==> config.mk <==
export PLATFORM = sky130hd
export DESIGN_NAME = fc_sequencer
export DESIGN_NICKNAME = d
export VERILOG_FILES = /design/src/rtl/fc_sequencer.sv
export SDC_FILE = /design/constraint.sdc
export NUM_CORES = 1
export LEC_CHECK = 0
export CAP_MARGIN = 5
export CORE_MARGIN = 8
export CORE_UTILIZATION = 25
export DETAILED_ROUTE_END_ITERATION = 10
export PLACE_DENSITY_LB_ADDON = 0.08
export SKIP_CTS_REPAIR_TIMING = 1
export SLEW_MARGIN = 30
export SYNTH_ARGS = -nofsm -noshare
export SYNTH_HDL_FRONTEND = slang
export SYNTH_SLANG_ARGS = --single-unit
export TNS_END_PERCENT = 20
==> constraint.sdc <==
create_clock -name i_sclk -period 4.7 [get_ports i_sclk]
set_clock_uncertainty 0.2 [all_clocks]
set_input_delay 0.705 -clock i_sclk [delete_from_list [all_inputs] [get_ports i_sclk]]
set_output_delay 0.705 -clock i_sclk [all_outputs]
set_load 0.01 [all_outputs]
==> src/rtl/fc_sequencer.sv <==
// fc_sequencer: loads FC weights/biases, then per frame issues vsync, streams features and returns the argmax.
// Optional macro FC_TIMEOUT_EN bounds the wait for the FC result and recovers through FC_RST.
module fc_sequencer #(
  parameter int WIDTH_D     = 27,
  parameter int WIDTH_P     = 60,
  parameter int SIZE_I      = 512,
  parameter int SIZE_O      = 1000,
  parameter int TIMEOUT_CYC = 4096
) (
  input  logic               i_sclk,
  input  logic               i_rstn,
  input  logic               i_cfg_start,
  input  logic               s_param_valid,
  output logic               s_param_ready,
  input  logic [WIDTH_P-1:0] s_param_data,
  input  logic               s_param_last,
  input  logic               s_feat_valid,
  output logic               s_feat_ready,
  input  logic [WIDTH_D-1:0] s_feat_data,
  input  logic               s_feat_last,
  output logic               o_fc_rstp,
  output logic               o_fc_vsync,
  output logic               o_fc_valid,
  output logic [WIDTH_D-1:0] o_fc_tdata,
  output logic [1:0]         o_fc_param_vld,
  output logic [WIDTH_P-1:0] o_fc_param,
  input  logic               i_fc_predict_vld,
  input  logic [9:0]         i_fc_predict,
  output logic               o_result_vld,
  output logic [9:0]         o_result,
  output logic               o_loaded,
  output logic               o_busy,
  output logic [2:0]         o_err
);

  localparam logic [2:0] ST_IDLE      = 3'd0;
  localparam logic [2:0] ST_FC_RST    = 3'd1;
  localparam logic [2:0] ST_LOAD_W    = 3'd2;
  localparam logic [2:0] ST_LOAD_B    = 3'd3;
  localparam logic [2:0] ST_READY     = 3'd4;
  localparam logic [2:0] ST_VSYNC     = 3'd5;
  localparam logic [2:0] ST_STREAM    = 3'd6;
  localparam logic [2:0] ST_WAIT_PRED = 3'd7;

  // One beat counter serves every state; the timeout reuses it since the stream count is idle then.
  localparam int NUM_W   = SIZE_I * SIZE_O;
  localparam int CNT_MAX = (NUM_W > TIMEOUT_CYC) ? NUM_W : TIMEOUT_CYC;
  localparam int CW      = $clog2(CNT_MAX + 1);

  localparam logic [CW-1:0] W_LAST = CW'(NUM_W - 1);
  localparam logic [CW-1:0] B_LAST = CW'(SIZE_O - 1);
  localparam logic [CW-1:0] F_LAST = CW'(SIZE_I - 1);
  localparam logic [CW-1:0] R_LAST = CW'(1);
`ifdef FC_TIMEOUT_EN
  localparam logic [CW-1:0] T_LAST = CW'(TIMEOUT_CYC - 1);
`endif

  logic [2:0]         state_q, state_d;
  logic [CW-1:0]      cnt_q, cnt_d;
  logic               reload_q, reload_d;
  logic               loaded_q, loaded_d;
  logic [2:0]         err_q, err_d;
  logic [1:0]         param_vld_q, param_vld_d;
  logic [WIDTH_P-1:0] param_q, param_d;
  logic               fc_valid_q, fc_valid_d;
  logic [WIDTH_D-1:0] tdata_q, tdata_d;
  logic [9:0]         result_q, result_d;
  logic               result_vld_q, result_vld_d;

  logic p_hs;
  logic f_hs;
  logic start_acc;

  // Ready/strobe decodes come from the state register only, never from the valids.
  assign s_param_ready = (state_q == ST_LOAD_W) || (state_q == ST_LOAD_B);
  assign s_feat_ready  = (state_q == ST_STREAM);
  assign o_fc_rstp     = (state_q == ST_IDLE) || (state_q == ST_FC_RST);
  assign o_fc_vsync    = (state_q == ST_VSYNC);
  assign o_busy        = (state_q != ST_IDLE) && (state_q != ST_READY);

  assign p_hs      = s_param_valid && s_param_ready;
  assign f_hs      = s_feat_valid && s_feat_ready;
  assign start_acc = i_cfg_start && ((state_q == ST_IDLE) || (state_q == ST_READY));

  always_comb begin
    state_d      = state_q;
    cnt_d        = cnt_q;
    reload_d     = reload_q;
    loaded_d     = loaded_q;
    err_d        = err_q;
    param_vld_d  = '0;
    param_d      = '0;
    fc_valid_d   = 1'b0;
    tdata_d      = '0;
    result_d     = result_q;
    result_vld_d = 1'b0;

    if (start_acc) begin
      state_d  = ST_FC_RST;
      cnt_d    = '0;
      reload_d = 1'b1;
      loaded_d = 1'b0;
      err_d    = '0;
    end else begin
      case (state_q)
        ST_IDLE: ;
        ST_FC_RST: begin
          if (cnt_q == R_LAST) begin
            cnt_d   = '0;
            state_d = reload_q ? ST_LOAD_W : ST_READY;
          end else begin
            cnt_d = cnt_q + CW'(1);
          end
        end
        ST_LOAD_W: begin
          if (p_hs) begin
            param_vld_d = 2'b01;
            param_d     = s_param_data;
            if (s_param_last) err_d[0] = 1'b1;
            if (cnt_q == W_LAST) begin
              cnt_d   = '0;
              state_d = ST_LOAD_B;
            end else begin
              cnt_d = cnt_q + CW'(1);
            end
          end
        end
        ST_LOAD_B: begin
          if (p_hs) begin
            param_vld_d = 2'b10;
            param_d     = s_param_data;
            if (s_param_last != (cnt_q == B_LAST)) err_d[0] = 1'b1;
            if (cnt_q == B_LAST) begin
              cnt_d    = '0;
              loaded_d = 1'b1;
              state_d  = ST_READY;
            end else begin
              cnt_d = cnt_q + CW'(1);
            end
          end
        end
        ST_READY: begin
          if (s_feat_valid) state_d = ST_VSYNC;
        end
        ST_VSYNC: begin
          cnt_d   = '0;
          state_d = ST_STREAM;
        end
        ST_STREAM: begin
          if (f_hs) begin
            fc_valid_d = 1'b1;
            tdata_d    = s_feat_data;
            if (s_feat_last != (cnt_q == F_LAST)) err_d[1] = 1'b1;
            if (cnt_q == F_LAST) begin
              cnt_d   = '0;
              state_d = ST_WAIT_PRED;
            end else begin
              cnt_d = cnt_q + CW'(1);
            end
          end
        end
        ST_WAIT_PRED: begin
          if (i_fc_predict_vld) begin
            result_d     = i_fc_predict;
            result_vld_d = 1'b1;
            cnt_d        = '0;
            state_d      = ST_READY;
          end
`ifdef FC_TIMEOUT_EN
          else if (cnt_q == T_LAST) begin
            err_d[2] = 1'b1;
            cnt_d    = '0;
            reload_d = 1'b0;
            state_d  = ST_FC_RST;
          end else begin
            cnt_d = cnt_q + CW'(1);
          end
`endif
        end
        default: state_d = ST_IDLE;
      endcase
    end
  end

  always_ff @(posedge i_sclk or negedge i_rstn) begin
    if (!i_rstn) begin
      state_q      <= ST_IDLE;
      cnt_q        <= '0;
      reload_q     <= 1'b0;
      loaded_q     <= 1'b0;
      err_q        <= '0;
      param_vld_q  <= '0;
      param_q      <= '0;
      fc_valid_q   <= 1'b0;
      tdata_q      <= '0;
      result_q     <= '0;
      result_vld_q <= 1'b0;
    end else begin
      state_q      <= state_d;
      cnt_q        <= cnt_d;
      reload_q     <= reload_d;
      loaded_q     <= loaded_d;
      err_q        <= err_d;
      param_vld_q  <= param_vld_d;
      param_q      <= param_d;
      fc_valid_q   <= fc_valid_d;
      tdata_q      <= tdata_d;
      result_q     <= result_d;
      result_vld_q <= result_vld_d;
    end
  end

  assign o_fc_param_vld = param_vld_q;
  assign o_fc_param     = param_q;
  assign o_fc_valid     = fc_valid_q;
  assign o_fc_tdata     = tdata_q;
  assign o_result       = result_q;
  assign o_result_vld   = result_vld_q;
  assign o_loaded       = loaded_q;
  assign o_err          = err_q;

endmodule
### Yosys cells after proc, flatten, opt, wreduce, memory -nomap -nowiden

Index checks and enable logic that the tools add are counted.

* register bits after elaboration: 127
* output and inout port bits: 110

* add/sub/neg operators: 1
* equal/unequal tests: 25
* muxes and demuxes: 51
* bitwise logic cells: 1
* reductions and logical operators: 25

Operators with widths (count)
* 60-bit two-way mux: 3
* 19-bit two-way mux: 9
* 19-bit case mux with 6 select lines: 1
* 27-bit two-way mux: 3
* 3-bit two-way mux: 11
* 3-bit case mux with 7 select lines: 1
* 19-bit by 1-bit adder with 19-bit output, second input constant: 1
* 19-bit by 1-bit equality test with 1-bit output, second input constant: 1
* 19-bit by 10-bit equality test with 1-bit output, second input constant: 1
* 19-bit equality test, second input constant: 1
* 19-bit by 9-bit equality test with 1-bit output, second input constant: 1
* 1-bit two-way mux: 18
* 3-bit inequality test, second input constant: 6
* 3-bit equality test, second input constant: 4
* 3-bit by 2-bit inequality test with 1-bit output, second input constant: 4
* 2-bit nonzero test: 6
* 10-bit AND reduction: 1
* 5-bit AND reduction: 2
* 3-bit AND reduction: 3
* 8-bit nonzero test: 1
* 7-bit nonzero test: 1
* 3-bit by 2-bit equality test with 1-bit output, second input constant: 2
* 2-bit two-way mux: 3
* 3-bit by 1-bit inequality test with 1-bit output, second input constant: 2
* 10 further kinds: 17

### Longest topological paths before layout

* depth after elaboration: 6
* mapped depth: 8
* mapped depth without buffers: 6

### Worst setup path before layout

Ideal clock, no wire load.

* path type: reg-to-reg
* start: register cnt_q[16]
* end: register cnt_q[16]
* data arrival time: 2.456 ns
* setup slack: 1.923 ns
* stages on the path, launching flop included: 8
* path buffers: 2
* period minus slack after synthesis: 2.777 ns
* cell sequence: dfrtp_1 -> or4_4 -> or4_4 -> o311a_1 -> buf_6 -> buf_8 -> a41o_1 -> a22o_1

* longest elaborated chain between the ends: 5
* elaborated cells on any way between the ends: 14

Ends and longest elaborated chain
* from (decl): RTL line 59 `logic [CW-1:0] cnt_q, cnt_d;`
* from (signal assigned): RTL line 200 `cnt_q <= cnt_d;`
* 19-bit by 1-bit adder with 19-bit output (tied with other cells)
* 19-bit two-way mux, on equally long branches: RTL line 154, 120, 133
* 19-bit two-way mux, on equally long branches: RTL line 150, 116, 129
* 19-bit case mux with 6 select lines (*): RTL line 105 `case (state_q)`
* 19-bit two-way mux (*): RTL line 98 `if (start_acc) begin`

Every way passes the cells marked *; elsewhere a longest branch is shown, timed or not. The select of a mux whose other input is x is not followed.
A chain may end at the register's enable or synchronous reset.

### Worst setup path in the final report

Same ends and word-level chain as after synthesis.

==> flow_results.org <==
** Synth
- Synthesis produced a netlist with a net count of 555.
- sky130_fd_sc_hd__dfrtp_1 is the most common cell in the netlist.
- Sorting the synthesized cells by how often they occur yields sky130_fd_sc_hd__dfrtp_1, sky130_fd_sc_hd__and3_1, sky130_fd_sc_hd__nand2_1.
- Post-synth design cell area :: 0.00510 mm²
- Number of warnings reported in the yosys synthesis log :: 0
- Average size of a mapped cell :: 11.4 µm²
- Largest cells by area after synthesis :: sky130_fd_sc_hd__dfrtp_1, sky130_fd_sc_hd__and3_1, sky130_fd_sc_hd__nand2_1
- Post-synthesis cell type with the largest combined area :: sky130_fd_sc_hd__dfrtp_1
- Counting flops and latches in the post-synthesis netlist gives 127.
- Of all flip-flops after synthesis, the portion carrying an async set or reset was 100%.
- Number of enable-type register cells in the synthesized netlist :: 0
- After technology mapping, the gate count stands at 448.
- Leading register cell type out of synthesis :: sky130_fd_sc_hd__dfrtp_1
- Area share of the largest cell type after synthesis :: 62.3%
- Portion of the post-synthesis area used by sequential elements :: between 60 and 70%
- Library cells used by synthesis :: about 50

** Placement
- At the placement stage, the worst setup path has a slack of 1.40 ns.
- PortBufs :: 213
- Summing all placed instances gives a cell area of 0.00745 mm².
- Final weighted congestion of routability-driven global placement :: 0.807
- Number of placed cells counting well taps :: 903
- Detailed placement ended at an HPWL of 12500 µm.

** Floorplan
- The floorplan has 52 rows.
- The floorplan step defined a die boundary enclosing approximately 0.025 mm².
- The die is 159 µm wide.
- Measured along the y axis, the die boundary spans roughly 160 µm.
- Starting Density :: 25.4%
- Boundary pin count :: 215
- Core Area :: 0.0201 mm²

** Power and ir drop
- Overall power :: 4.18 mW
- Power per cell area :: roughly 510 mW/mm²
- Summed over all cells, the static leakage comes to 3.87 nW.
- Worst IR drop on VDD :: approximately 0.00026 V

** Layout
- The net count of the finished layout is 759.
- Final Instance Area :: 0.00812 mm²
- Ant. Diodes :: 0
- Fill cells :: approximately 1900
- Cells fill about two fifths of the core in the end.
- Final instance count without filler cells :: 935
- From synthesis to final layout, the design area changed by 59.3%.
- Layout cell share with drive strength beyond 1 :: about 8.6%

** Timing
- Final hold violation count :: 0
- In the final timing run, aggregate negative setup slack is 0 ns.
- Shortest period the worst path allows :: ~3.3 ns
- Across all setup checks in the final design, the least slack found is 1.40 ns.
- Measured against its own limit, the worst slew margin works out to between 30% and 40%.
- On the final layout, the worst hold slack is 0.129 ns.
- Final count of negative-setup-slack endpoints :: 0
- Dividing the final minimum period by the clock period gives 70.2%.
- For the pin with the worst max-slew slack, the measured transition is 0.901 ns.
- Achievable clock frequency :: 0.303 GHz
- Setup repair after global routing missed its margin :: false
- Pins Over Slew Limit :: 0

** Route
- Wirelength, routed :: 17400 µm
- Post-route ant nets :: 0
- Before antenna repair, the detailed router went through 6 iterations.
- DRC viols :: 0
- In this run, the number of DRC markers left after iteration 0 of detailed routing was 216.
- Wire length per cell :: 18.6 µm
- Number of vias after detailed routing :: around 4300
- In the routed layout, each cell is associated on average with a via count of 4.59.

** Clock tree
- Bufs on Longest Clock Path :: 2
- The tree built by TritonCTS fans out to 127 sinks.
- The H-tree was split into 4 levels.
- In this run the clock root is driven by a sky130_fd_sc_hd__clkbuf_16.
- TritonCTS built the clock tree.
- Clock-pin slew was measured on the worst setup and hold paths at approximately 0.06 ns.
- The clock reaches the later pin of the worst-skew pair after 0.41 ns.
- CTS Buf Count :: 17

** GRT
- Summed over all layers, the global routing overflow is 0.
- Vias in the first global route :: about 4400
- The number of antenna violations at the first check in global routing came to 0.
- Pin count of the biggest net entering global routing :: between 70 and 80
- Global routing consumed, over all layers together, 13.9% of the routing resources.
- The first global-routing pass estimated 27300 µm of wire.

** Setup path
- The number of buffers and inverters on the critical path is 0.
- Kind of launch point of the worst setup path :: flop
- By startpoint and endpoint, the worst setup path is classified as reg2reg.
- Data on the critical path arrives at its endpoint at 3.40 ns.
- Crit path capture type :: flop
- Among cell families on the critical path, the largest total delay comes from simple AND/OR/NAND/NOR gates.
- Critical Path Slowest Stage Cell :: sky130_fd_sc_hd__or4_1
- Crit path largest cell delay :: roughly 0.87 ns
- STA puts the critical path data required time at 4.80 ns.
- Crit Path Max Fanout :: 20
- The signal on the critical path passes through or4_4, or2_1, or4_1, and4b_1, a22o_1.

** Run status
- The run finished with clean final reports.

** Min path
- Hold Path Class :: in2async

** Run
- Across the run, the number of max-cap violations was 0.
[sequential cells by signal, indices dropped and copies added, names as in the netlist]
name            flops
o_fc_param         60
o_fc_tdata         27
cnt_q              19
o_result           10
state_q             3
o_err               2
o_fc_param_vld      2
o_fc_valid          1
o_loaded            1
o_result_vld        1
reload_q            1
[worst paths after layout]
path | to | slack [ns] | startpoint | cells past startpoint
min | o_result[3] | 0.13 | i_rstn | 1
max reg2reg | cnt_q[16] | 1.40 | cnt_q[16] | 5
min reg2reg | o_result[9] | 0.27 | o_result[9] | 2
max in group asynchronous | o_fc_param_vld[0] | 3.30 | i_rstn | 2
min in group i_sclk | o_result[9] | 0.27 | o_result[9] | 2
max | cnt_q[16] | 1.40 | cnt_q[16] | 5
[metal layers]
layer	global-route usage, %	part of all wire (%)	vias up
met4	4.59	1.0	0
li1	-	-	2014
met2	22.6	49	155
met3	4.03	5.5	13
met5	0	0	-
met1	17.4	45	2112
[worst reg2reg max path: stages, from the launching register on]
cell	delay, ns
sky130_fd_sc_hd__dfrtp_1	0.42
sky130_fd_sc_hd__or4_4	0.59
sky130_fd_sc_hd__or2_1	0.28
sky130_fd_sc_hd__or4_1	0.87
sky130_fd_sc_hd__and4b_1	0.53
sky130_fd_sc_hd__a22o_1	0.29
[where the power goes]
| part | internal (mW) | leakage [nW] | total [mW] | switching [mW] |
|---|---|---|---|---|
| sequential | 1.28 | 1.72 | 1.39 | 0.113 |
| clock | 0.988 | 0.323 | 1.48 | 0.495 |
| combinational | 0.638 | 1.83 | 1.30 | 0.665 |
| total | 2.90 | 3.87 | 4.18 | 1.27 |
[cell type report]
cell class | instances | area (µm²) | area share, %
flip-flops and latches | 127 | 3180 | 39.1
repair buffers | 220 | 2190 | 27.0
multi-input cells | 274 | 1700 | 20.9
clock buffers | 20 | 467 | 5.75
well taps | 270 | 338 | 4.16
clock inverters | 12 | 205 | 2.53
inverters | 12 | 45.0 | 0.555
[placed cells by master, fill, tap and decap left out, drive strengths merged, types with 3 or more instances in the layout]
cell,Yosys,final
nand3,11,11
bufinv,0,5
and3,89,89
nor4,7,7
a41oi,4,4
buf,9,8
or2,7,7
nand4,6,6
o22ai,4,4
clkbuf,26,20
dfrtp,127,127
nand2,47,47
o31ai,3,3
inv,12,14
or4,5,5
nor2,26,26
clkdlybuf4s50,0,212
o21ai,3,3
a41o,13,13
clkinv,0,3
nand2b,3,3
a22o,14,14
[kinds of logic after synthesis]
family | after synthesis | share of synthesized area (%)
AO/OA/AOI/OAI | 59 | 9.82
XOR/XNOR | 1 | 0.172
adder cells (fa/ha/maj) | 2 | 0.491
buffers and inverters | 47 | 4.56
flip-flops | 127 | 62.3
multiplexers | 1 | 0.196
other | 1 | 0.0735
AND/OR/NAND/NOR | 210 | 22.4
(Power assumes the default switching activity.)
==> edit, RTL diff (same settings) <==
Register the output `o_fc_vsync`, with the module's reset; this adds one clock of latency there. The other outputs are not delayed to match.
--- a/src/rtl/fc_sequencer.sv
+++ b/src/rtl/fc_sequencer.sv
@@ -76,5 +76,11 @@
   assign s_feat_ready  = (state_q == ST_STREAM);
   assign o_fc_rstp     = (state_q == ST_IDLE) || (state_q == ST_FC_RST);
-  assign o_fc_vsync    = (state_q == ST_VSYNC);
+  always_ff @(posedge i_sclk or negedge i_rstn) begin
+    if (!i_rstn) begin
+      o_fc_vsync <= '0;
+    end else begin
+      o_fc_vsync <= (state_q == ST_VSYNC);
+    end
+  end
   assign o_busy        = (state_q != ST_IDLE) && (state_q != ST_READY);
 
Check against the original RTL: no difference found for any inputs over 10 cycles, from zero or initial values and one cycle with i_rstn low; that may be too few to reach the edited logic, so the function may still have changed.
==> edit against the unedited design <==
- design area down 1.8%
- critical endpoint is now s_feat_ready
- sequential cell count up 1
- die area down 0.22%
- routed wire length down 3.1%
- critical path type is now reg -> out
- maximum frequency up 5.5%
- highest routed layer unchanged
- setup slack better by 0.17 ns
- largest cell class unchanged
- critical path depth down 2
- synthesized area down 0.25%
- cell count down 0.21%
Power is not compared: it rests on default switching activity, and its combinational part moved more than twofold at a synthesized area within 25%.
==> edit: results (changes against the unedited design) <==
[run_status]
outcome=finished, final reports clean

[cts]
insertion_delay_ns=0.41  ; about the same
cts-root-buf=clkbuf_16
cts_made_buffers=17  ; unchanged
clk_pin_slew_ns=0.06  ; about the same
htreeDepth=4  ; unchanged
clock_path_buffers=2  ; unchanged

[placed_design]
io_buffers=213  ; unchanged
routabilityCongestion=0.838  ; +3.8%
post-dp-hpwl_um=12200  ; -1.8%

[detailed_routing]
drtIter0Drc=209  ; -3.2%
drt_wl_total_um=16800  ; -3.1%
drt_pass1_iterations=4  ; -2
vias=4131  ; -3.8%

[power]
ir_drop_mv=0.218
power_leakage_nw=3.65
p_int_mw=2.03

[synthesis]
synth_flop_cell=dfrtp_1
yosys-top-cells-area=dfrtp_1 63%, and3_1 8.4%, and2_1 3.9%
syn-num-nets=552  ; -0.54%
synthDistinctLibCells=48  ; -2.0%
synth_warnings=0  ; unchanged
synth_common_cells=128 x dfrtp_1, 68 x and3_1, 47 x nand2_1
ys_async_sr_fraction=1.00  ; unchanged
seq_area_frac_synth=0.630  ; +0.00645

[sta]
slew_headroom=0.412  ; +0.0183

[layout]
nets=757  ; -0.26%
layout-drive-gt1-share=0.0724  ; -0.0133
num-fill-cells=1954  ; +0.77%
n_antenna_cell=0  ; unchanged
largest_reg_flops=60  ; unchanged

[critical_path]
path_max_fanout=13  ; -35%
cp.arrival_ns=2.22  ; -1.18 ns

[global_route]
antenna_found_initial=0  ; unchanged
first_global_vias=4285  ; -2.3%
grt_use_total=0.131  ; -0.00801
grt_start_max_net_pins=107  ; +43%
grt_pass1_wl_um=24900  ; -8.8%

[hold_path]
min_path_type=in -> async

## edit: logic make-up after synthesis
logic type,count (synthesis),synth area share
and+or+nand+nor,225,0.250
muxes,4,0.00836
buffers and inverters,37,0.0337
DFF,128,0.630
AOI/OAI and AO/OA,46,0.0686
other,1,0.000737
xor gates and xnor gates,2,0.00344
adders and majority gates,2,0.00492
## edit: worst max-delay path: stages (launching register included)
cell and delay [ns]:
dfrtp_1 0.58, and2_0 0.41, and2_1 0.25, clkdlybuf4s50_1 0.57
## edit: worst paths after layout
kind	start	end	slack [ns]	cells after the start
max in group asynchronous	i_rstn	o_fc_param[37]$_DFF_PN0_	3.41	2
hold / removal	i_rstn	cnt_q[8]$_DFFE_PN0P_	0.08	1
hold reg to reg	o_result[0]$_DFFE_PN0P_	o_result[0]$_DFFE_PN0P_	0.27	2
min in group i_sclk	o_result[0]$_DFFE_PN0P_	o_result[0]$_DFFE_PN0P_	0.27	2
setup reg to reg	cnt_q[0]$_DFFE_PN0P_	cnt_q[5]$_DFFE_PN0P_	1.74	7
setup / recovery	state_q[1]$_DFFE_PN0P_	s_feat_ready	1.57	3
## edit: layer usage
layer	global-route usage	vias up	share of wire
met5	0	-	0
met4	0.0373	0	0.010
met3	0.0372	16	0.073
met2	0.234	128	0.53
met1	0.149	2035	0.38
li1	-	1952	-
## edit: cell type report
class	instances	area, um^2	area share
multi-input cells	280	1710	0.215
inverters	7	26.3	0.00329
well taps	270	338	0.0424
flip-flops and latches	128	3200	0.402
repair buffers	216	2150	0.270
clock buffers	19	433	0.0543
clock inverters	13	108	0.0135
## edit: power groups by stage
stage	registers, mW	logic (mW)	clock network [mW]
after floorplan	1.23	0.142	0
after global placement	1.24	0.337	0
after detailed placement	1.24	0.342	0
after CTS	1.22	0.344	1.25
after global routing	1.23	0.372	1.30
final	1.22	0.337	1.20
## edit: per-stage QoR
| step | instance area [um^2] | instances | setup WS [ns] | power [mW] | hold slack, ns |
|---|---|---|---|---|---|
| after floorplan | 5090 | 445 | 2.40 | 1.38 | 0.209 |
| after CTS | 7970 | 933 | 1.56 | 2.81 | 0.194 |
| after detailed placement | 7430 | 901 | 1.26 | 1.58 | 0.261 |
| after global routing | 7980 | 933 | 1.42 | 2.90 | 0.227 |
| final | 7980 | 933 | 1.57 | 2.77 | 0.0800 |
| after global placement | 7430 | 901 | 1.39 | 1.58 | 0.264 |
